--- src/rtl/hilo_mul_ctrl.sv ---
// HI/LO register pair and multi-cycle sequencer for the shared multiplier.
// Holds operands stable for LATENCY cycles, then writes the product.
module hilo_mul_ctrl #(
  parameter int unsigned LATENCY = 4
) (
  input  logic        clk,
  input  logic        rst_n,
  input  logic        start,
  input  logic [2:0]  op,
  input  logic [31:0] a,
  input  logic [31:0] b,
  input  logic        rd_req,
  input  logic        flush,
  output logic [31:0] mul_a,
  output logic [31:0] mul_b,
  output logic        mul_signed,
  input  logic [63:0] mul_z,
  output logic [31:0] hi,
  output logic [31:0] lo,
  output logic        busy,
  output logic        done,
  output logic        stall
);

  typedef enum logic {
    IDLE,
    RUN
  } state_e;

  localparam logic [2:0] OP_MULT  = 3'b000;
  localparam logic [2:0] OP_MULTU = 3'b001;
  localparam logic [2:0] OP_MTHI  = 3'b010;
  localparam logic [2:0] OP_MTLO  = 3'b011;

  localparam logic [3:0] CNT_INIT = 4'(LATENCY - 1);

  state_e      state_q, state_d;
  logic [3:0]  cnt_q, cnt_d;
  logic [31:0] hi_q, hi_d;
  logic [31:0] lo_q, lo_d;
  logic [31:0] mul_a_q, mul_a_d;
  logic [31:0] mul_b_q, mul_b_d;
  logic        mul_signed_q, mul_signed_d;
  logic        busy_q, busy_d;
  logic        done_q, done_d;

  // Next-state: accept requests in IDLE, count down and write in RUN.
  always_comb begin
    state_d      = state_q;
    cnt_d        = cnt_q;
    hi_d         = hi_q;
    lo_d         = lo_q;
    mul_a_d      = mul_a_q;
    mul_b_d      = mul_b_q;
    mul_signed_d = mul_signed_q;
    busy_d       = busy_q;
    done_d       = 1'b0;
    unique case (state_q)
      IDLE: begin
        if (start && !flush) begin
          case (op)
            OP_MULT, OP_MULTU: begin
              mul_a_d      = a;
              mul_b_d      = b;
              mul_signed_d = (op == OP_MULT);
              cnt_d        = CNT_INIT;
              busy_d       = 1'b1;
              state_d      = RUN;
            end
            OP_MTHI: hi_d = a;
            OP_MTLO: lo_d = a;
            default: ;
          endcase
        end
      end
      RUN: begin
        if (flush) begin
          busy_d  = 1'b0;
          state_d = IDLE;
        end else if (cnt_q == 4'd0) begin
          hi_d    = mul_z[63:32];
          lo_d    = mul_z[31:0];
          busy_d  = 1'b0;
          done_d  = 1'b1;
          state_d = IDLE;
        end else begin
          cnt_d = cnt_q - 4'd1;
        end
      end
      default: state_d = IDLE;
    endcase
  end

  // State and datapath registers with synchronous active-low reset.
  always_ff @(posedge clk) begin
    if (!rst_n) begin
      state_q      <= IDLE;
      cnt_q        <= 4'd0;
      hi_q         <= 32'd0;
      lo_q         <= 32'd0;
      mul_a_q      <= 32'd0;
      mul_b_q      <= 32'd0;
      mul_signed_q <= 1'b0;
      busy_q       <= 1'b0;
      done_q       <= 1'b0;
    end else begin
      state_q      <= state_d;
      cnt_q        <= cnt_d;
      hi_q         <= hi_d;
      lo_q         <= lo_d;
      mul_a_q      <= mul_a_d;
      mul_b_q      <= mul_b_d;
      mul_signed_q <= mul_signed_d;
      busy_q       <= busy_d;
      done_q       <= done_d;
    end
  end

  assign mul_a      = mul_a_q;
  assign mul_b      = mul_b_q;
  assign mul_signed = mul_signed_q;
  assign hi         = hi_q;
  assign lo         = lo_q;
  assign busy       = busy_q;
  assign done       = done_q;
  assign stall      = busy_q & (start | rd_req);

endmodule

--- config.mk ---
export PLATFORM = sky130hd
export DESIGN_NAME = hilo_mul_ctrl
export DESIGN_NICKNAME = d
export VERILOG_FILES = /design/src/rtl/hilo_mul_ctrl.sv
export SDC_FILE = /design/constraint.sdc
export NUM_CORES = 1
export LEC_CHECK = 0
export BUFFER_PORTS_ARGS = -buffer_cell sky130_fd_sc_hd__clkbuf_2
export CELL_PAD_IN_SITES_DETAIL_PLACEMENT = 0
export CELL_PAD_IN_SITES_GLOBAL_PLACEMENT = 1
export CORE_MARGIN = 4
export CORE_UTILIZATION = 35
export DETAILED_ROUTE_END_ITERATION = 16
export PLACE_DENSITY = 0.86
export REMOVE_ABC_BUFFERS = 1
export SETUP_SLACK_MARGIN = 0.02
export SYNTH_ARGS = -nofsm -noshare
export SYNTH_HDL_FRONTEND = slang
export SYNTH_SLANG_ARGS = --single-unit
--- constraint.sdc ---
create_clock -name clk -period 2.3 [get_ports clk]
set_input_delay 0.46 -clock clk [delete_from_list [all_inputs] [get_ports clk]]
set_output_delay 0.46 -clock clk [all_outputs]
set_load 0.01 [all_outputs]
# Yosys cells after proc, flatten, opt, wreduce, memory -nomap -nowiden
# Cells that the tools add are included.
totals:
  regBits: 136
  out_inout_bits: 132
classes:
  n_addsub: 1
  eq_ne: 11
  n_mux: 26
  bitwise_logic: 4
  reduce_logical: 11
op_table:
  columns: ["cell", "n"]
  rows:
  - ["$mux W32", 8]
  - ["$pmux W32 S2", 2]
  - ["$mux W4", 4]
  - ["$reduce_and A4 Y1", 3]
  - ["$mux W1", 9]
  - ["$ne A2 B1 Y1 const B", 4]
  - ["$pmux W4 S2", 1]
  - ["$eq A3 B2 Y1 const B", 2]
  - ["$ne A2 B2 Y1 const B", 3]
  - ["$reduce_and A3 Y1", 2]
  - ["$logic_not A4 Y1", 1]
  - ["$pmux W1 S2", 2]
  - ["$sub A4 B1 Y4 const B", 1]
  - ["$eq A3 B1 Y1 const B", 1]
  - ["$logic_not A3 Y1", 1]
  - ["$ne A3 B2 Y1 const B", 1]
  - ["$reduce_or A3 Y1", 1]
  - ["$not A1 Y1", 2]
  - ["$reduce_or A2 Y1", 1]
  - ["$and A1 B1 Y1", 1]
  - ["$logic_and A1 B1 Y1", 1]
  - ["$logic_not A1 Y1", 1]
  - ["$or A1 B1 Y1", 1]

# Logic depth before layout (Yosys ltp)
depth:
  ltp_word: 5
  ltp_mapped: 8
  depth_no_buf: 6

# Worst setup path before layout
# OpenSTA, ideal clock, no wires.
synth_timing:
  path_type: "reg-to-reg"
  from: "register cnt_q[0]"
  to: "register cnt_q[2]"
  setup_time_ps: 87
  arrival_time_ps: 1673
  slack_ps: 540
  path_stages_with_launch: 7
  period_less_slack_ps: 1760
  path_cell_list: "dfxtp_1 -> inv_1 -> ha_1 -> nor3b_1 -> nor3_1 -> mux2_2 -> a211oi_1"
synth_via:
  elab_chain_len: 4
  word_cells_on_any_way: 7
  cone_classes: "1 x add/sub; 1 x eq/ne; 3 x mux; 2 x reduce/logical"
synth_rtl:
  columns: ["item", "line", "text"]
  rows:
  - ["start, declared", "38", "logic [3:0] cnt_q, cnt_d;"]
  - ["start signal, assigned", "108", "cnt_q <= cnt_d;"]
  - ["$sub A4 B1 Y4", "87", "cnt_d = cnt_q - 4'd1;"]
  - ["$mux W4", "80", "end else if (cnt_q == 4'd0) begin"]
  - ["$mux W4", "77", "if (flush) begin"]
  - ["$pmux W4 S2", "58", "unique case (state_q)"]
# Parallel ways exist; a longest one is shown, timed or not. The select of a mux whose other input is x is not followed.
# A chain may end at the register's enable or synchronous reset.

# Worst setup path in the final report
layout_timing:
  from: "register cnt_q[0]"
  to: "register lo_q[16], in the netlist lo[16]"
layout_via:
  elab_chain_len: 3
layout_rtl:
  columns: ["item", "line", "text"]
  rows:
  - ["$logic_not A4 Y1", "80", null]
  - ["$ne A2 B1 Y1 (no source line)", null, null]
  - ["$reduce_and A4 Y1 (no source line)", null, null]
  - ["end signal, assigned", "110", "lo_q <= lo_d;"]
  - ["end, declared", "40", "logic [31:0] lo_q, lo_d;"]
# Every way passes these cells.

==> metrics.txt <==
ranking of synthesized cells by area=sky130_fd_sc_hd__dfxtp_1 45%, sky130_fd_sc_hd__a211oi_2 12%, sky130_fd_sc_hd__mux2i_1 11%, sky130_fd_sc_hd__nand2_1 7.9%, sky130_fd_sc_hd__a21oi_1 7.6%; latest clock arrival within the worst-skew pair=420 ps; Adder-Cell Fraction of Synth Area=0.004103; all-layer global routing usage=0.1877; overall die height=about 140 microns; async set or reset register ratio after synthesis=0; crit path from=cnt_q[0]; cell type with the highest aggregate area in the netlist=sky130_fd_sc_hd__dfxtp_1; count of mapped cells out of synthesis=616; leading cell types by count after synthesis=136 x sky130_fd_sc_hd__dfxtp_1, 129 x sky130_fd_sc_hd__nand2_1, 92 x sky130_fd_sc_hd__a21oi_1; via density per instance=4.909; DRC violation count after routing=0; top fanout value on the critical path=19; crit share post-route=0.8955; core outline area=0.01718 sq mm; Syn-to-layout area delta=34.67%; Internal Power=4406 uW; horizontal extent of the die=140 microns; RSZ-0062 raised after global routing=no; part of the power in combinational logic=0.107; hold buffer count at cts=0; Net Sw Power=1451 uW; Detailed Route WL=18500 microns; Tot Pwr=5857 uW; worst flop-to-flop path startpoint=cnt_q[0]; endpoints failing hold=0; combined area of all synthesized cells=0.006098 sq mm; vias in the first global route=5433; number of storage elements in the synthesis netlist=roughly 140; Leak Pwr=0.003236 uW; maximum level of the CTS H-tree=4; Filler cells=1713; min-delay worst type=input port to register; DP HPWL=13380 microns; Yosys warning total=0; final critical-path required period=2060 ps; final core utilization=0.4781; count of flip-flops with a built-in enable after synthesis=0; average cell area after synthesis=9.900 sq um; Final Max Tran Viols=0; overall die area=0.01960 sq mm; Worst Skew=5.234 ps; power density over the cells=just over 700 mW/mm^2; multiplexer share of the synthesized area=0.1069; Simple-Gate Fraction of Synth Area=0.09787; Post-DRT Antenna Nets=0; sequential cell area fraction in the yosys report=0.4465; Max Fclk=between 0.4 and 0.5 GHz; commonest register cell after synthesis=sky130_fd_sc_hd__dfxtp_1; share of total power consumed by net switching=0.2477; Clk Tree Root Cell=sky130_fd_sc_hd__clkbuf_16; count of cell types in the netlist=36; library cell with the highest instance count after synthesis=sky130_fd_sc_hd__dfxtp_1; transition time of the tightest slew-check pin=484.8 ps; antenna violations before repair=0; number of cells upsized or downsized after cts=0; Placer Congestion=between 0.7 and 0.8; origin of the worst min-delay path=b[13]; number of placement rows=48; via total after detailed routing=5434; largest family of logic cells by synthesized area=compound AO/OA/AOI/OAI gates; diode count=0; clock buffers created by TritonCTS=17; maximum number of pins on one net before global-route repair=50; number of top-level pins=268; Port Buffers=between 200 and 300; Worst Setup Start Kind=register; total grt overflow=0; filler-free cell count of the finished design=1107; Initial DRT Pass Iterations=4; # nets final=1007; Sink Count=between 100 and 150; type of destination of the critical path=register; critical setup path kind=register to register; number of maximum-capacitance violations=0; Synth Area in XOR/XNOR=0; number of post-CTS setup repair buffers=0; proportion of power drawn by flip-flops and latches=0.420; fraction of layout cells with a size suffix above 1=0.4898; maximum ir drop on the vdd rail=506.0 uV; relative contribution of the clock network to total power=0.473; global-route wire length before repair=29400 microns; buffers from clock root to sink, at most=2; arrival time at the worst endpoint=2350 ps; cell count after placement=between 1000 and 1500; clock tree from TritonCTS=yes; wire per inst=16.71 microns; drt initial violations=197; area fraction of the dominant cell type after synthesis=0.4465; result of the run=finished, final reports clean; remaining max-slew budget at the tightest pin=0.6768; starting density of the core=0.3550; clk slew on worst S/H paths=60 ps; Compound-Gate Fraction of Synth Area=0.2753; critical path required time=2590 ps; Setup violations, final=0
critical path, cell delays in order (launching register included):
cell and delay (ps):
sky130_fd_sc_hd__dfxtp_1 310, sky130_fd_sc_hd__inv_1 110, sky130_fd_sc_hd__ha_1 160, sky130_fd_sc_hd__or3b_4 400
sky130_fd_sc_hd__a21oi_4 300, sky130_fd_sc_hd__and2_2 210, sky130_fd_sc_hd__buf_4 310, sky130_fd_sc_hd__a211oi_1 130
per-layer routing:
| metal | wire, microns | global-route usage | share of wire | vias to the layer above |
|---|---|---|---|---|
| met5 | 0 | 0 | 0 | - |
| met1 | 7890 | 0.2339 | 0.43 | 2537 |
| met2 | 8904 | 0.3100 | 0.48 | 188 |
| li1 | - | - | - | 2683 |
| met4 | 367 | 0.06068 | 0.020 | 0 |
| met3 | 1334 | 0.05906 | 0.072 | 26 |
path summary, 6_finish.rpt:
| check | to | depth (start not counted) | slack, ps |
|---|---|---|---|
| setup reg to reg | lo[16] | 7 | 240 |
| hold / removal | mul_b[13] | 3 | 250 |
| hold reg to reg | mul_a[11] | 2 | 450 |
| setup / recovery | lo[16] | 7 | 240 |
layout by cell type, fill, tap and decap left out, types with 2 or more instances in the layout:
cell,instances
sky130_fd_sc_hd__clkbuf_2,267
sky130_fd_sc_hd__dfxtp_1,135
sky130_fd_sc_hd__nand2_1,129
sky130_fd_sc_hd__a21oi_1,92
sky130_fd_sc_hd__mux2i_1,64
sky130_fd_sc_hd__a211oi_2,60
sky130_fd_sc_hd__a21oi_2,37
sky130_fd_sc_hd__clkbuf_16,17
sky130_fd_sc_hd__buf_4,16
sky130_fd_sc_hd__buf_12,8
sky130_fd_sc_hd__a211oi_1,7
sky130_fd_sc_hd__clkinv_2,7
sky130_fd_sc_hd__inv_1,4
sky130_fd_sc_hd__nor2_1,4
sky130_fd_sc_hd__bufinv_16,3
sky130_fd_sc_hd__clkinvlp_4,3
sky130_fd_sc_hd__o31ai_4,2
sky130_fd_sc_hd__and2_2,2
sky130_fd_sc_hd__nor3_1,2
sky130_fd_sc_hd__nor4_1,2
sky130_fd_sc_hd__o21ai_0,2
sky130_fd_sc_hd__ha_1,2
flip-flops by register name (all words and copies together), names as in the netlist:
register / flops
hi: 32
lo: 32
state_q: 1
cnt_q: 4
mul_b: 32
done: 1
busy: 1
mul_a: 32
mul_signed: 1
cells by family after synthesis:
family,Yosys count
compound gates,205
fa+ha+maj,2
buf+inv,63
flops,136
mux,65
simple gates,145
power groups by stage:
stage          sequential (uW)  clock [uW]  combinational [uW]
2_1_floorplan             2540           0                 281
3_3_place_gp              2510           0                 627
4_1_cts                   2460        2840                 636
3_5_place_dp              2510           0                 634
6_report                  2460        2770                 626
5_1_grt                   2470        2960                 686
area by class of cell:
cell class | count | area [sq um] | share of cell area
Clock buffer | 18 | 439.2 | 0.05347
Clock inverter | 14 | 156.4 | 0.01904
Inverter | 6 | 27.53 | 0.003352
Multi-Input combinational cell | 417 | 2965 | 0.3611
Sequential cell | 136 | 2726 | 0.3320
Tap cell | 225 | 281.5 | 0.03428
Timing Repair Buffer | 291 | 1617 | 0.1968
per-stage QoR:
step	hold WS (ps)	setup TNS, ps	area (sq um)	setup slack, ps
after detailed placement	445.6	0	7617	259.1
final	253.2	0	8213	240.3
after global placement	441.5	0	7617	299.1
after floorplan	457.1	-307210	5698	-2955
after global routing	238.8	0	8213	102.8
after CTS	237.3	0	8213	246.3
(Power assumes the default switching activity.)
